--- config.mk ---
export PLATFORM = sky130hd
export DESIGN_NAME = interp_window_ctrl_flat
export DESIGN_NICKNAME = d
export VERILOG_FILES = /design/src/rtl/interp_window_ctrl_if.sv /design/src/rtl/interp_window_ctrl.sv /design/src/flat_wrapper.sv
export SDC_FILE = /design/constraint.sdc
export NUM_CORES = 1
export LEC_CHECK = 0
export ABC_AREA = 1
export BUFFER_PORTS_ARGS = -buffer_cell sky130_fd_sc_hd__buf_2
export CORE_MARGIN = 4
export CORE_UTILIZATION = 40
export CTS_CLUSTER_SIZE = 8
export DETAILED_ROUTE_END_ITERATION = 10
export GPL_TIMING_DRIVEN = 0
export PLACE_DENSITY = 0.63
export SLEW_MARGIN = 20
export SYNTH_ARGS = -nofsm -noshare
export SYNTH_HDL_FRONTEND = slang
export SYNTH_SLANG_ARGS = --single-unit
export TNS_END_PERCENT = 5
--- constraint.sdc ---
create_clock -name clk -period 4.3 [get_ports clk]
set_input_delay 0 -clock clk [delete_from_list [all_inputs] [get_ports clk]]
set_output_delay 0 -clock clk [all_outputs]
set_load 0.02 [all_outputs]
--- src/rtl/interp_window_ctrl_if.sv ---
// Handshake bundle between the interpolation window controller and its
// pixel source, previous-row queue and downstream consumer.
interface interp_window_ctrl_if;
    logic pix_val;
    logic pix_rdy;
    logic enq_val;
    logic enq_rdy;
    logic deq_rdy;
    logic deq_val;
    logic out_val;
    logic out_rdy;

    modport master (
        input  pix_val, enq_rdy, deq_val, out_rdy,
        output pix_rdy, enq_val, deq_rdy, out_val
    );

    modport slave (
        output pix_val, enq_rdy, deq_val, out_rdy,
        input  pix_rdy, enq_val, deq_rdy, out_val
    );
endinterface

--- src/rtl/interp_window_ctrl.sv ---
// Control unit for the bilinear interpolation datapath: walks raster windows,
// drives the previous-row queue and tracks result valids through the datapath.
module interp_window_ctrl #(
    parameter int unsigned CNT_W     = 5,
    parameter int unsigned WIN_CNT_W = 8,
    parameter int unsigned PIPE_LAT  = 2
) (
    input  logic                 clk,
    input  logic                 reset,
    input  logic                 start,
    input  logic [CNT_W-1:0]     win_dim,
    input  logic [WIN_CNT_W-1:0] num_win,
    interp_window_ctrl_if.master hs,
    output logic [CNT_W-1:0]     col_idx,
    output logic [CNT_W-1:0]     row_idx,
    output logic                 pipe_en,
    output logic                 busy,
    output logic                 done
);

    localparam logic [1:0] IDLE  = 2'd0;
    localparam logic [1:0] FILL  = 2'd1;
    localparam logic [1:0] CALC  = 2'd2;
    localparam logic [1:0] DRAIN = 2'd3;

    logic [1:0]           state;
    logic [CNT_W-1:0]     dim_q;
    logic [WIN_CNT_W-1:0] nwin_q;
    logic [WIN_CNT_W-1:0] win_cnt;
    logic [PIPE_LAT-1:0]  vld;

    logic stall;
    logic acc;
    logic need_enq;
    logic need_deq;
    logic col_end;
    logic row_end;
    logic last_win;
    logic v_in;
    logic pipe_empty;

    assign hs.out_val = vld[PIPE_LAT-1];
    assign stall      = hs.out_val && !hs.out_rdy;
    assign pipe_en    = !stall;

    assign need_enq = row_idx < dim_q;
    assign need_deq = row_idx != '0;

    assign hs.pix_rdy = ((state == FILL) || (state == CALC)) && !stall &&
                        (!need_enq || hs.enq_rdy) && (!need_deq || hs.deq_val);
    assign acc        = hs.pix_val && hs.pix_rdy;
    assign hs.enq_val = acc && need_enq;
    assign hs.deq_rdy = acc && need_deq;

    assign col_end  = col_idx == dim_q;
    assign row_end  = row_idx == dim_q;
    assign last_win = win_cnt == (nwin_q - WIN_CNT_W'(1));

    // A result exists only once a 2x2 neighbourhood is complete
    assign v_in = acc && need_deq && (col_idx != '0);

    // Every stage except the output one must be empty before the job can retire
    always_comb begin
        pipe_empty = 1'b1;
        for (int unsigned i = 0; i + 1 < PIPE_LAT; i++) begin
            if (vld[i]) begin
                pipe_empty = 1'b0;
            end
        end
    end

    assign busy = state != IDLE;
    assign done = (state == DRAIN) && pipe_empty && !stall;

    always_ff @(posedge clk) begin
        if (reset) begin
            vld <= '0;
        end else if (!stall) begin
            vld[0] <= v_in;
            for (int unsigned i = 1; i < PIPE_LAT; i++) begin
                vld[i] <= vld[i-1];
            end
        end
    end

    always_ff @(posedge clk) begin
        if (reset) begin
            state   <= IDLE;
            dim_q   <= '0;
            nwin_q  <= '0;
            win_cnt <= '0;
            col_idx <= '0;
            row_idx <= '0;
        end else begin
            case (state)
                IDLE: begin
                    if (start) begin
                        dim_q   <= (win_dim == '0) ? CNT_W'(1) : win_dim;
                        nwin_q  <= (num_win == '0) ? WIN_CNT_W'(1) : num_win;
                        win_cnt <= '0;
                        col_idx <= '0;
                        row_idx <= '0;
                        state   <= FILL;
                    end
                end
                FILL, CALC: begin
                    if (acc) begin
                        if (col_end) begin
                            col_idx <= '0;
                            if (row_end) begin
                                row_idx <= '0;
                                win_cnt <= win_cnt + WIN_CNT_W'(1);
                            end else begin
                                row_idx <= row_idx + CNT_W'(1);
                            end
                        end else begin
                            col_idx <= col_idx + CNT_W'(1);
                        end
                        if (col_end && state == FILL) begin
                            state <= CALC;
                        end else if (col_end && row_end) begin
                            state <= last_win ? DRAIN : FILL;
                        end
                    end
                end
                DRAIN: begin
                    if (pipe_empty && !stall) begin
                        state <= IDLE;
                    end
                end
                default: state <= IDLE;
            endcase
        end
    end

endmodule

--- src/flat_wrapper.sv ---
// flat-port wrapper written by rule: the top's interface ports become plain ports
module interp_window_ctrl_flat 
#(
    parameter int unsigned CNT_W     = 5,
    parameter int unsigned WIN_CNT_W = 8,
    parameter int unsigned PIPE_LAT  = 2
)
  (clk, reset, start, win_dim, num_win, col_idx, row_idx, pipe_en, busy, done, hs_pix_val, hs_enq_rdy, hs_deq_val, hs_out_rdy, hs_pix_rdy, hs_enq_val, hs_deq_rdy, hs_out_val);
  interp_window_ctrl_if hs_i ();
  input  logic clk;
  input  logic reset;
  input  logic start;
  input  logic [CNT_W-1:0] win_dim;
  input  logic [WIN_CNT_W-1:0] num_win;
  output logic [CNT_W-1:0] col_idx;
  output logic [CNT_W-1:0] row_idx;
  output logic pipe_en;
  output logic busy;
  output logic done;
  input wire logic [$bits(hs_i.pix_val)-1:0] hs_pix_val;
  input wire logic [$bits(hs_i.enq_rdy)-1:0] hs_enq_rdy;
  input wire logic [$bits(hs_i.deq_val)-1:0] hs_deq_val;
  input wire logic [$bits(hs_i.out_rdy)-1:0] hs_out_rdy;
  output wire logic [$bits(hs_i.pix_rdy)-1:0] hs_pix_rdy;
  output wire logic [$bits(hs_i.enq_val)-1:0] hs_enq_val;
  output wire logic [$bits(hs_i.deq_rdy)-1:0] hs_deq_rdy;
  output wire logic [$bits(hs_i.out_val)-1:0] hs_out_val;
  assign hs_i.pix_val = hs_pix_val;
  assign hs_i.enq_rdy = hs_enq_rdy;
  assign hs_i.deq_val = hs_deq_val;
  assign hs_i.out_rdy = hs_out_rdy;
  assign hs_pix_rdy = hs_i.pix_rdy;
  assign hs_enq_val = hs_i.enq_val;
  assign hs_deq_rdy = hs_i.deq_rdy;
  assign hs_out_val = hs_i.out_val;
  interp_window_ctrl #(.CNT_W(CNT_W), .WIN_CNT_W(WIN_CNT_W), .PIPE_LAT(PIPE_LAT)) u_core (.clk(clk), .reset(reset), .start(start), .win_dim(win_dim), .num_win(num_win), .hs(hs_i), .col_idx(col_idx), .row_idx(row_idx), .pipe_en(pipe_en), .busy(busy), .done(done));
endmodule
==> impl_summary.md, run 1 <==
STA
Headroom to the max-slew limit came out at around three fifths. On the final layout, the worst clock skew is 0.00672 ns. The number of hold violations in the final report was 0. The highest clock rate is between 400 and 500 MHz.

The number of pins exceeding their max-slew limit in the final report is 0. On the final layout, the worst hold slack is 0.0121 ns. The slew of the pin with the lowest slew margin is ~0.61 ns.

In the post-route analysis, the smallest setup slack over all paths is around 2.1 ns. Subtracting the final worst setup slack from the clock period gives roughly 2.2 ns. Setup violations remaining at the end of the flow were counted as 0.

Setup repair after global routing left no endpoint under its margin. In the final timing run, aggregate negative setup slack is 0 ns. The final critical path takes up between 50% and 60% of the cycle.

Logic synthesis
The synthesized net count is about 390. The register area share after synthesis is 29.9%. After synthesis the cells add up to 2350 µm². The count of synthesis-stage warnings from yosys is 0.

The synthesized design contains 35 register bits. The synthesized instance count is approximately 360. After synthesis, the mean cell area works out to about 6.5 µm². The netlist uses 31 different library cells.

Final layout
The final cell count without fillers is around 480. The final instance area is about 2800 µm². Relative to the synthesized area, the layout overhead comes to 17.3%.

Leaving out fill and tap cells, the most frequent cell in the layout is nand2_1. Leaving out fill and tap cells, the most frequent cells in the layout are 87 x nand2_1, 52 x inv_1, 44 x nor2_1. The share of post-route cells with drive strength above 1 is around 15%. After the last flow step, the layout net total stands at 440. 0 antenna diodes ended up in the layout.

Floorplan
The floorplan step set the die width to between 80 and 90 µm. The floorplan step defined a die boundary enclosing around 7000 µm². The number of rows created at floorplan is 27. The die height is 84.6 µm. Once the floorplan was initialized, standard cells occupied between 40% and 50% of the core. The number of top-level pins is 37.

The total area inside the core boundary comes to ~5600 µm².

Global route
The initial antenna violation count is 0. The via count of the first global-routing pass is around 2200. Global routing used between 15 and 20% of the available tracks across all layers. The first global-routing pass estimated ~10000 µm of wire. Entering global routing, the biggest net connects 11 pins. The global route total overflow is 0.

Min path
In this run the worst hold path is classified as in2reg. The worst hold path stage count is 3.

Routing
The routed via count is ~2300. The routed design has 5830 µm of wire. In this run the remaining antenna-violating nets after routing total 0. The detailed-route vias per instance is around 4.9. The violation count after the first detailed-routing iteration is 91. The first TritonRoute pass finished after 4 iterations. The remaining routing DRC violations is 0. After detailed routing, the average wire length per cell comes to ~12 µm.

Placement
During placement, the flow inserted port buffers numbering 35. The placed cell count is 466. The placed instances occupy a cell area of between 2000 and 3000 µm². Detailed placement finished with a half-perimeter wire length of between 4000 and 5000 µm. Timing analysis after detailed placement gives a worst setup slack of about 2.1 ns.

The final estimated routing congestion in global placement is between 0.8 and 0.9.

Critical path
The cell type group with the largest total delay on the critical path is simple AND/OR/NAND/NOR gates. Measured in cells, the most critical reg-to-reg path has a length of 9. The worst setup path is captured at a flop. Data on the critical path is required at its endpoint by 4.47 ns.

For flop-to-flop paths, the worst setup slack is between 2 and 2.5 ns. In this run the critical register-to-register path is captured at u_core.col_idx[1]. The most frequent cell on the critical path is nand2_2. The critical path starts at u_core.state[0]. In this run the critical register-to-register path is launched from u_core.state[0]. Along the worst path, the maximum fanout reaches 8. The most critical setup path has its endpoint at u_core.col_idx[1]. The cell depth of the worst setup path is 9.

The signal on the critical path passes through inv_1 -> ha_1 -> nand2_1 -> a21oi_2 -> nand3_2 -> nand2_2 -> nand2_2 -> o21ai_0 -> nor2_1. The library cell contributing the largest single delay on the critical path is dfxtp_1. The arrival time at the worst endpoint is between 2 and 2.5 ns. The longest individual stage delay on the worst path is about 0.44 ns. The start-to-end type of the worst setup path is reg2reg.

STA classifies the critical path startpoint as a flop. The count of buffer and inverter cells on the critical path is 1.

Run status
The flow ran to the end, and the final reports show no timing, DRC or antenna violations.

Clock tree
The post-cts gate resize count is 0. In this run the number of H-tree levels came out at 2. The later pin in the worst-skew pair is clocked with a latency of 0.29 ns. The cell chosen for the clock root is clkbuf_8. After clock tree synthesis, the clock-pin slew on the worst setup and hold paths is about 0.07 ns. The clock tree from TritonCTS is built.

For this design, the sink count on the clock tree is 35. The number of buffers on the longest clock path is 2. The number of CTS-inserted buffers is 5.

Pwr
The leakage power figure is 1.33 nW. The power per standard cell area is approximately 530 nW/µm². The maximum ir drop on the vdd rail is 0.251 mV.

Run
Across the run, the number of max-cap violations was 0.
==> area by class of cell <==
class / count / area [µm²]
Buffer: 7 / 31.3
Clock buffer: 8 / 100
Fill cell: 619 / 2860
Inverter: 53 / 199
Multi-Input combinational cell: 264 / 1420
Sequential cell: 35 / 701
Tap cell: 72 / 90.1
Timing Repair Buffer: 39 / 215
==> stage by stage <==
stage | power, W | utilization [%]
2_1_floorplan | 0.00102 | -
3_3_place_gp | 0.00119 | 46.6
3_5_place_dp | 0.00120 | 46.6
4_1_cts | 0.00148 | 49.1
5_1_grt | 0.00160 | 49.1
6_report | 0.00147 | 49.1
==> cells by family after synthesis <==
| family | after synthesis | share of synthesized area (%) |
|---|---|---|
| XOR/XNOR | 14 | 5.23 |
| flip-flops | 35 | 29.9 |
| buffers and inverters | 60 | 9.81 |
| AND/OR/NAND/NOR | 185 | 35.5 |
| AO/OA/AOI/OAI | 50 | 11.6 |
| adder cells (fa/ha/maj) | 15 | 8.00 |
==> layer usage <==
metal	track usage, %	share of wire [%]	vias to the layer above
li1	-	-	1239
met1	23.8	52	1046
met2	26.5	43	45
met3	2.85	3.7	7
met4	5.32	1.3	0
met5	0	0	-
==> how the worst min path moves through the flow <==
stage	start	endpoint	slack, ns
2_1_floorplan	win_dim[0]	u_core.dim_q[0]	0.15
3_3_place_gp	win_dim[0]	u_core.dim_q[0]	0.28
3_5_place_dp	win_dim[0]	u_core.dim_q[0]	0.27
4_1_cts	win_dim[3]	u_core.dim_q[3]	0.008
5_1_grt	win_dim[3]	u_core.dim_q[3]	0.02
6_report	num_win[3]	u_core.nwin_q[3]	0.01
==> report_power, final <==
| group | switching [W] | internal, W |
|---|---|---|
| Clock | 0.000122 | 0.000146 |
| Combinational | 0.000519 | 0.000252 |
| Sequential | 0.0000526 | 0.000379 |
==> repair_timing <==
item	CTS	global route
endpoints found under the setup margin	0	0
buffers inserted	0	0
hold endpoints to repair	4	0
hold buffers	4	0
==> registers in the layout, summed over array words and instances (netlist names) <==
signal,count
u_core.nwin_q,8
u_core.win_cnt,8
u_core.col_idx,5
u_core.dim_q,5
u_core.row_idx,5
u_core.state,2
u_core.vld,2
==> tightest hold or removal path, delay by kind of cell <==
| kind | cells | cell delay (ns) |
|---|---|---|
| AOI/OAI and AO/OA | 2 | 0.17 |
| buffers and inverters | 1 | 0.09 |
==> synth_stat cells (all sizes together) <==
library cell | number | share of area, %
clkbuf | 5 | 0.80
nor3b | 2 | 0.64
xnor2 | 4 | 1.5
ha | 15 | 8.0
o21bai | 1 | 0.48
nor3 | 6 | 1.3
a211oi | 3 | 0.96
inv | 53 | 8.5
nand3b | 2 | 0.64
o21ai | 16 | 3.4
buf | 2 | 0.53
xor2 | 10 | 3.7
nor2 | 47 | 8.1
a21oi | 29 | 6.3
dfxtp | 35 | 30
nand3 | 22 | 5.7
nand4 | 9 | 2.7
nor4 | 4 | 1.1
a221oi | 1 | 0.37
or2 | 1 | 0.27
nand2 | 92 | 15
Note: power is estimated with default switching activity, not from simulation.
==> inputs of run 2 (changes only) <==
--- a/config.mk
+++ b/config.mk
@@ -5,7 +5,7 @@
 export SDC_FILE = /design/constraint.sdc
 export NUM_CORES = 1
 export LEC_CHECK = 0
-export ABC_AREA = 1
+export ABC_AREA = 0
 export BUFFER_PORTS_ARGS = -buffer_cell sky130_fd_sc_hd__buf_2
 export CORE_MARGIN = 4
 export CORE_UTILIZATION = 40
==> constraint.sdc (replaced) <==
create_clock -name clk -period 2.1 [get_ports clk]
set_input_delay 0 -clock clk [delete_from_list [all_inputs] [get_ports clk]]
set_output_delay 0 -clock clk [all_outputs]
set_load 0.02 [all_outputs]
==> run 2 against run 1 <==
The flow now finishes with violations (negative setup slack); highest routed layer unchanged; design area increased by 8.8%; first-iteration DRC count down 32%; non-clock buffer count increased by 22; sequential share of layout area down 1.2 points; sequential cell count unchanged; critical path type unchanged; clock power grew 120%; synthesized area shrank 1.5%; global-route usage decreased by 0.20 points; worst setup slack worse by 2.3 ns; worst hold slack lost 0.00076 ns.
==> impl_summary.md, run 2 <==
Logic synthesis
The synthesized instance count is 283. The synthesized net count is around 320. Of all cell types, the one taking the most synthesized area is dfxtp_1.

The synthesized cell area is 2310 µm². The average cell area after synthesis is between 8 and 9 µm². The number of flops mapped to enable cells by yosys is 0.

The count of state elements after synthesis is 35. After synthesis, the largest area contributor takes up between 30% and 40% of total cell area. After synthesis, the cell types taking the most area are dfxtp_1 30%, ha_1 8.1%, nand2_1 6.2%. The unique cell type count in the Yosys netlist is 53. The register area share after synthesis is 30.3%. The share of synthesized registers carrying an async set or reset is 0%.

The most instantiated flip-flop cell in the synthesis netlist is dfxtp_1. The most frequently used cell type in the post-synthesis netlist is nand2_1. During synthesis, Yosys emitted a total of 0 warnings. Sorting the synthesized cells by how often they occur yields 38 x nand2_1, 35 x dfxtp_1, 21 x a21oi_1.

STA
Measured against its own limit, the worst slew margin works out to approximately 54%. The number of pins exceeding their max-slew limit in the final report is 0. After layout, the worst setup slack is -0.203 ns. After routing, the total negative slack on setup checks comes to -2.81 ns. For the pin with the worst max-slew slack, the measured transition is around 0.69 ns. The highest clock rate is ~430 MHz.

Setup violations remaining at the end of the flow were counted as 23. The clock period minus worst slack is ~2.3 ns. Between clock sinks in the finished design, the worst skew comes to 0.00668 ns. Setup repair after global routing could not meet its margin everywhere. The number of hold violations in the final report is 0. Dividing the final minimum period by the clock period gives 110%.

The final hold slack is roughly 0.011 ns.

Critical path
The slowest stage of the critical path is the dfxtp_4 cell. The largest driver fanout on the critical path is 6. Traced cell by cell, the critical path runs through ha_4 -> and4_4 -> a221o_1 -> buf_4 -> o31a_4 -> a31oi_4 -> nor4_1 -> o21ba_2. The setup path with the least slack is of type reg2reg.

The longest individual stage delay on the worst path is between 0.3 and 0.4 ns. At the worst endpoint, the required time is around 2.3 ns. The arrival time at the worst endpoint is approximately 2.5 ns.

STA classifies the critical path startpoint as a flop. The type of destination of the critical path is a flop.

Placement
Before CTS, the worst setup slack after placement is -0.320 ns. The number of placed instances, taps included, is a little under 400. Routability-driven placement finished with a final weighted congestion of 0.799. The detailed-placement wirelength estimate is 4180 µm. The count of buffers inserted at the top-level ports is 36.

Pwr
The leakage power figure is between 1 and 1.5 nW. The power consumption is 0.00189 W. The fraction of power spent switching nets is 32.2%.

The combinational share of power is a little under a third. The net switching power figure is around 0.00061 W. The internal power component is roughly 0.0013 W. Across the VDD grid, the largest voltage drop is between 0.3 and 0.4 mV.

The relative contribution of sequential cells to total power is about 39%. The share of total power in the clock network is a little under a third. Power spread over the standard cell area amounts to approximately 630 nW/µm².

Routing
The violation count after the first detailed-routing iteration is 62. After detailed routing, the number of remaining DRC violations is 0. The count of nets left with antenna violations after detail routing is 0.

The sum of routed wire length over all layers is 5800 µm. The detailed-route vias per instance is around 5.3. The detailed-router iteration count before antenna repair is 4.

The wire length per cell is between 10 and 15 µm. The routed via count is about 2200.

Global route
The global routing usage summed across all routing layers is between 10% and 20%. The global route total overflow is 0. The first global-routing pass estimated between 9000 and 10000 µm of wire. The initial antenna violation count is 0. Entering global routing, the biggest net connects 12 pins. The via count of the first global-routing pass is 2120.

Clock tree
The tree is rooted in a clkbuf_8. After clock tree synthesis, the clock-pin slew on the worst setup and hold paths is around 0.07 ns. TritonCTS built the clock tree.

CTS built an H-tree with a depth of 2. CTS saw 35 sinks. The worst-skew pair later-pin latency is slightly below 0.3 ns.

Clock tree synthesis inserted a total of 5 buffers. No sink is reached through more buffers than the 2 on the longest clock path.

Final layout
The finished layout holds about 420 standard cells, fillers aside. In the final layout, the share of cells above drive strength 1 is 29.2%. The net count of the finished layout is about 380. The number of antenna diodes is 0. Compared with the post-synthesis result, the final layout area differs by 29.6%. Leaving out fill and tap cells, the most frequent cell in the layout is buf_2.

The largest registers in the layout are u_core.nwin_q: 8 flops, u_core.win_cnt: 8 flops. The library cells used most frequently in the layout, excluding fill and tap cells, are 41 x buf_2, 38 x nand2_1, 25 x dfxtp_1.

Min path
The tightest min-delay check is of the in2reg type.

Run status
The flow ran to the end, but the final reports show violations. The final reports fail on negative setup slack.

Run
Max-cap violations in this run came to 0.

Floorplan
The x dimension of the die is 84.0 µm. Row generation in the floorplan step produced 27 rows. The core region is about 5500 µm². The die is about 84 µm tall. The effective utilization at floorplan is about two fifths. Pin placement for this block handled 37 I/O pins.

The overall die area is 7060 µm².
==> run 2: power groups by stage <==
stage	combinational, W	sequential [W]	clock [W]
floorplan	0.000364	0.000739	0
global placement	0.000478	0.000743	0
detailed placement	0.000485	0.000745	0
CTS	0.000543	0.000729	0.000607
global route	0.000630	0.000735	0.000637
finish	0.000567	0.000730	0.000594
==> run 2: area by class of cell <==
type	instances	area (µm²)
Buffer	10	43.8
Clock buffer	7	108
Clock inverter	1	5.00
Fill cell	540	2550
Inverter	18	70.1
Multi-Input combinational cell	220	1580
Sequential cell	35	726
Tap cell	72	90.1
Timing Repair Buffer	58	373
==> run 2: final timing paths <==
path | startpoint | endpoint | slack [ns] | cells after the start
worst max-delay path | u_core.row_idx[3] | u_core.win_cnt[7] | -0.20 | 8
worst max register to register | u_core.row_idx[3] | u_core.win_cnt[7] | -0.20 | 8
worst min-delay path | win_dim[0] | u_core.dim_q[0] | 0.01 | 3
worst min register to register | u_core.nwin_q[7] | u_core.nwin_q[7] | 0.48 | 2
==> run 2: metal layers <==
| layer | global-route usage [%] | vias to the layer above | share of wire (%) |
|---|---|---|---|
| met1 | 23.2 | 1031 | 51 |
| li1 | - | 1142 | - |
| met4 | 5.85 | 0 | 2.1 |
| met2 | 25.5 | 44 | 43 |
| met3 | 3.85 | 12 | 4.3 |
| met5 | 0 | - | 0 |
==> run 2: repair_timing <==
item	in CTS	in global routing
endpoints found under the hold margin	11	0
endpoints found under the setup margin	23	24
gates cloned	0	0
resized for setup	13	7
pin swaps	9	5
hold buffers	11	0
setup buffers	8	3
==> run 2: logic make-up (layout without fill, tap and decap cells) <==
| kind of cell | Yosys count | after routing | synth area share [%] |
|---|---|---|---|
| DFF | 35 | 35 | 30.3 |
| xor gates and xnor gates | 14 | 14 | 5.31 |
| AOI/OAI and AO/OA | 71 | 71 | 23.3 |
| buffers and inverters | 28 | 94 | 4.82 |
| adders and majority gates | 15 | 15 | 8.12 |
| muxes | 3 | 3 | 1.30 |
| and+or+nand+nor | 117 | 117 | 26.9 |
==> run 2: metrics by stage <==
stage	util (%)	instance area, µm²
floorplan	-	2360
global placement	47.5	2630
detailed placement	47.5	2630
CTS	53.3	2950
global route	54.0	2990
finish	54.0	2990
==> run 2: critical path, delay by kind of cell, from the launching register on <==
| family | cells | cell delay, ns |
|---|---|---|
| adder cells (fa/ha/maj) | 1 | 0.24 |
| AND/OR/NAND/NOR | 2 | 0.26 |
| flip-flops | 1 | 0.38 |
| AO/OA/AOI/OAI | 4 | 1.16 |
| buffers and inverters | 1 | 0.17 |
